### src/rtl/fetch_sequencer.sv
// Instruction fetch sequencer: issues one word-aligned request at a time to
// instruction memory, buffers responses in a 2-entry {pc, instr} FIFO for
// decode, and handles redirects by flushing the buffer and dropping the
// response of any request that was already in flight.
module fetch_sequencer #(
  parameter logic [31:0] RESET_PC = 32'h0000_0000
) (
  input  logic        clk,
  input  logic        reset_n,
  input  logic        en,
  input  logic        redirect_valid,
  input  logic [31:0] redirect_target,
  output logic        imem_req_valid,
  input  logic        imem_req_ready,
  output logic [31:0] imem_req_addr,
  input  logic        imem_rsp_valid,
  input  logic [31:0] imem_rsp_data,
  output logic        inst_valid,
  input  logic        inst_ready,
  output logic [31:0] inst_data,
  output logic [31:0] inst_pc
);

  typedef enum logic [1:0] {
    S_IDLE,
    S_REQ,
    S_WAIT
  } state_e;

  typedef struct packed {
    logic [31:0] pc;
    logic [31:0] instr;
  } entry_t;

  state_e      state_q, state_d;
  logic [31:0] pc_q, pc_d;
  logic [31:0] req_pc_q, req_pc_d;
  logic        discard_q, discard_d;
  logic [1:0]  count_q, count_d;
  entry_t      fifo_q [2];
  entry_t      fifo_d [2];

  logic        handshake;
  logic        pop;
  logic        push;
  logic        push_slot;
  logic        room;
  logic [1:0]  count_after;
  logic [31:0] redirect_pc;

  // Redirect beats everything: it suppresses both push and pop this cycle.
  assign redirect_pc = redirect_target & 32'hFFFF_FFFC;
  assign handshake   = (state_q == S_REQ) && imem_req_ready;
  assign pop         = (count_q != 2'd0) && inst_ready && !redirect_valid;
  assign push        = (state_q == S_WAIT) && imem_rsp_valid && !discard_q && !redirect_valid;

  // Occupancy after this cycle's flush/pop/push; the only request that can be
  // outstanding next cycle is the one a transition into REQ would create.
  assign count_after = redirect_valid ? 2'd0 : (count_q - {1'b0, pop} + {1'b0, push});
  assign room        = (count_after < 2'd2);

  // A push lands behind whatever survives this cycle's pop.
  assign push_slot   = (count_q == 2'd2) || ((count_q == 2'd1) && !pop);

  // State register plus all datapath flops.
  always_ff @(posedge clk or negedge reset_n) begin
    if (!reset_n) begin
      state_q   <= S_IDLE;
      pc_q      <= RESET_PC;
      req_pc_q  <= RESET_PC;
      discard_q <= 1'b0;
      count_q   <= 2'd0;
      // NOTE: the FIFO storage is reset because its head drives inst_data/inst_pc,
      // which must read as zero while in reset; larger memories would not be.
      fifo_q[0] <= '0;
      fifo_q[1] <= '0;
    end else begin
      // NOTE: non-blocking assignments here so every flop samples the values
      // computed in the combinational blocks, independent of statement order.
      state_q   <= state_d;
      pc_q      <= pc_d;
      req_pc_q  <= req_pc_d;
      discard_q <= discard_d;
      count_q   <= count_d;
      fifo_q[0] <= fifo_d[0];
      fifo_q[1] <= fifo_d[1];
    end
  end

  // Next-state logic: a new request is started only with fetch enabled and room.
  always_comb begin
    // NOTE: default assignment first so no path leaves state_d unassigned,
    // which would otherwise infer a latch.
    state_d = state_q;
    unique case (state_q)
      S_IDLE: if (en && room) state_d = S_REQ;
      S_REQ:  if (handshake) state_d = S_WAIT;
      S_WAIT: if (imem_rsp_valid) state_d = (en && room) ? S_REQ : S_IDLE;
      default: state_d = S_IDLE;
    endcase
  end

  // Datapath: PC advance, discard tracking and FIFO shift/push/flush.
  always_comb begin
    pc_d      = pc_q;
    req_pc_d  = req_pc_q;
    discard_d = discard_q;
    count_d   = count_after;
    fifo_d[0] = fifo_q[0];
    fifo_d[1] = fifo_q[1];

    if (handshake) req_pc_d = pc_q;

    // Any response retires the outstanding request, dropped or not.
    if ((state_q == S_WAIT) && imem_rsp_valid) discard_d = 1'b0;

    if (pop) fifo_d[0] = fifo_q[1];

    if (push) begin
      fifo_d[push_slot] = '{pc: req_pc_q, instr: imem_rsp_data};
      pc_d              = req_pc_q + 32'd4;
    end

    if (redirect_valid) begin
      pc_d = redirect_pc;
      // A request left in flight by this redirect must have its response dropped;
      // a response arriving this very cycle is dropped directly instead.
      if (handshake || ((state_q == S_WAIT) && !imem_rsp_valid)) discard_d = 1'b1;
    end
  end

  // Outputs: request signals follow state/pc, decode sees the FIFO head.
  always_comb begin
    imem_req_valid = (state_q == S_REQ);
    imem_req_addr  = pc_q;
    inst_valid     = (count_q != 2'd0);
    inst_data      = fifo_q[0].instr;
    inst_pc        = fifo_q[0].pc;
  end

endmodule
### config.mk
export PLATFORM = sky130hd
export DESIGN_NAME = fetch_sequencer
export DESIGN_NICKNAME = d
export VERILOG_FILES = /design/src/rtl/fetch_sequencer.sv
export SDC_FILE = /design/constraint.sdc
export NUM_CORES = 1
export LEC_CHECK = 0
export CORE_UTILIZATION = 45
export CTS_BUF_LIST = sky130_fd_sc_hd__clkbuf_4 sky130_fd_sc_hd__clkbuf_8
export DETAILED_ROUTE_END_ITERATION = 7
export PLACE_DENSITY_LB_ADDON = 0.12
export SYNTH_ARGS = -nofsm -noshare
export SYNTH_HDL_FRONTEND = slang
export SYNTH_SLANG_ARGS = --single-unit
### constraint.sdc
create_clock -name clk -period 2.4 [get_ports clk]
set_clock_uncertainty 0.1 [all_clocks]
set_input_delay 0.36 -clock clk [delete_from_list [all_inputs] [get_ports clk]]
set_output_delay 0.36 -clock clk [all_outputs]
set_load 0.01 [all_outputs]
==> flow_summary.toml <==
[floorplanning]
dieArea_mm2 = 0.02117
io-pin-count = 169
initial_core_util = 0.4580
chipHeight_um = 145.5
fp.dieW_um = 145.5
rows = 52
fp.coreArea_mm2 = 0.02023

[routing]
antenna_left = 0
wirelength_um = 20990
wl_per_cell_um = 17.42
drt-initial-drc-count = 321
vias = 6284
drcViolationCount = 0
drt-pass1-iter-count = 4
vias_per_cell = 5.215

[clock_tree]
clock_latency_ns = 0.45
cts.sinks = 197
h-tree-depth = 4
cts_tree = "done"
clkTransAtPathRegs_ns = 0.09
cts_root_buf = "clkbuf_8"
clockBufferDepth = 2
cts_buffers = 17

[min_path]
hold_path_class = "in2reg"

[global_routing]
grt_pass1_wl_um = 34310
grt_pass1_vias = 6324
track_usage = 0.2044
grt.overflow.total = 0
antenna_found_initial = 0
grt_max_degree = 65

[timing]
slew_headroom = 0.6271
setup_viol = 0
rsz0062_at_grt = "no"
period_needed_ns = 2.274
finalMaxSlewViolations = 0
fmax_mhz = 439.7
setup_tns_ns = 0
hold_ws_ns = 0.2756
hold_viol = 0
period_share = 0.9477
tightest_slew_ns = 0.5594

[power_and_ir_drop]
powerDensity_mw_per_mm2 = 882.0
p_sw_w = 0.003221
comb_power_share = 0.315
internal-power_w = 0.006807
p_leak_nw = 4.822
ir_drop_uv = 403.5
power_frac_seq = 0.484
clkPwrFrac = 0.200
p_sw_frac = 0.3212

[layout]
instances_no_fill = 1205
drive_gt1_frac = 0.1829
antennaDiodeCount = 0
layout.nets = 997
syn_to_final_growth_pct = 22.68

[worst_setup_path]
reg2reg_slack_ns = 0.13
setup.worst_path.end_class = "flip-flop"
critPathKind = "reg2reg"
path_max_fanout = 4
cp-start-kind = "flip-flop"
worst_ep_arrival_time_ns = 2.54
cp_data_required_time_ns = 2.66

[synth]
ys_seq_area_frac = 0.5319
synthArstFlopShare = 1.000
ys_seq_elements = 197
synth_edf_count = 0
synth_ff_type = "dfrtp_1"
syn_avg_cell_area_um2 = 11.30
synth_cells = 820
syn_nets = 894
yosysUniqueCellTypes = 44
yosysWarnings = 0
syn_area_mm2 = 0.009268

[outcome]
status = "finished clean"

[placed_design]
gp_congestion = 0.8051
dpl.cell_count = 1171
numPortBuffers = 166
dp_hpwl_um = 14310

[run]
max_cap_viol_count = 0
==> kinds of logic after synthesis <==
group	count (synthesis)	share of synthesized area
DFF	197	0.5319
and+or+nand+nor	191	0.09694
muxes	167	0.1933
buffers and inverters	120	0.07777
AOI/OAI and AO/OA	115	0.07047
xor gates and xnor gates	27	0.02552
adders and majority gates	3	0.004051
==> Yosys cell counts (all sizes together), types with 2 or more instances <==
master	number	area (um2)
a21oi	14	70.07
a31o	2	17.52
and2	7	43.79
and3	7	45.05
and4	2	17.52
buf	90	608.1
clkbuf	25	93.84
dfrtp	197	4930
ha	3	37.54
inv	5	18.77
mux2	96	1081
mux2i	71	710.7
nand2	112	420.4
nand3	11	55.05
nand4	16	112.6
nor2	19	78.82
nor3	3	15.01
nor3b	3	22.52
nor4	3	18.77
o21ai	80	400.4
o221ai	11	102.6
o31ai	4	30.03
or2	2	15.02
xnor2	10	87.58
xor2	17	148.9
==> placed cells by master (no fill, tap or decap), drive strengths merged, types with 3 or more instances in the layout <==
master and instances:
clkbuf 26, a21oi 14, clkinv 3, nor3 3
nand2 112, ha 3, mux2i 71, nand4 16
buf 33, and2 7, o21ai 80, inv 6
mux2 96, dfrtp 197, xnor2 10, xor2 17
nand3 11, and3 7, nor2 19, clkdlybuf4s50 164
o221ai 11, o31ai 4, nor3b 3, nor4 3
==> critical path, stage by stage, from the launching register on <==
cell,delay (ns)
dfrtp_1,0.42
or2_4,0.27
and3b_4,0.21
ha_1,0.28
inv_1,0.04
ha_1,0.19
xor2_1,0.19
xnor2_1,0.14
nor2_1,0.08
o32ai_2,0.27
==> through the flow <==
step                utilization  worst slack [ns]  power (W)  area [um2]
floorplan                     -          0.009338   0.006788        9268
global placement         0.5417           -0.1178   0.007951       10960
detailed placement       0.5417           -0.2136   0.008079       10960
CTS                      0.5607            0.1084    0.01013       11340
global route             0.5619          0.002716    0.01062       11370
finish                   0.5619            0.1255    0.01003       11370
==> power groups by stage <==
| stage | combinational, W | sequential [W] | clock, W |
|---|---|---|---|
| 6_report | 0.00316 | 0.00486 | 0.00201 |
| 2_1_floorplan | 0.00211 | 0.00468 | 0 |
| 5_1_grt | 0.00342 | 0.00498 | 0.00222 |
| 3_5_place_dp | 0.00316 | 0.00492 | 0 |
| 4_1_cts | 0.00317 | 0.00487 | 0.00210 |
| 3_3_place_gp | 0.00307 | 0.00488 | 0 |
==> cell type report <==
type                            count  area (um2)
Timing Repair Buffer              199        2061
Clock inverter                      6       42.54
Clock buffer                       25       331.6
Tap cell                          270       337.8
Fill cell                        1737        8865
Inverter                            5       18.77
Multi-Input combinational cell    503        3649
Sequential cell                   197        4930
==> repair_timing <==
action                                  CTS  global route
hold endpoints to repair                 58             0
resized for setup                         0             2
hold buffers                              1             0
setup buffers                             0             2
endpoints found under the setup margin    0             1
==> metal layers <==
layer,up-vias,part of all wire,track usage
met4,0,0.017,0.06842
met3,21,0.035,0.03386
met1,3150,0.48,0.2862
li1,2974,-,-
met2,139,0.47,0.3238
met5,-,0,0
==> worst paths after layout <==
path / to / cells past startpoint / start
max: state_q[0]$_DFFE_PN0P_ / 9 / count_q[1]$_DFF_PN0_
min: imem_req_addr[22]$_DFFE_PN0P_ / 4 / redirect_valid
min reg2reg: flip-flop / 1 / flip-flop
max in group asynchronous: inst_pc[8]$_DFF_PN0_ / 3 / reset_n
min in group asynchronous: inst_data[4]$_DFF_PN0_ / 2 / reset_n
max reg2reg: state_q[0]$_DFFE_PN0P_ / 9 / count_q[1]$_DFF_PN0_
(Power assumes the default switching activity.)
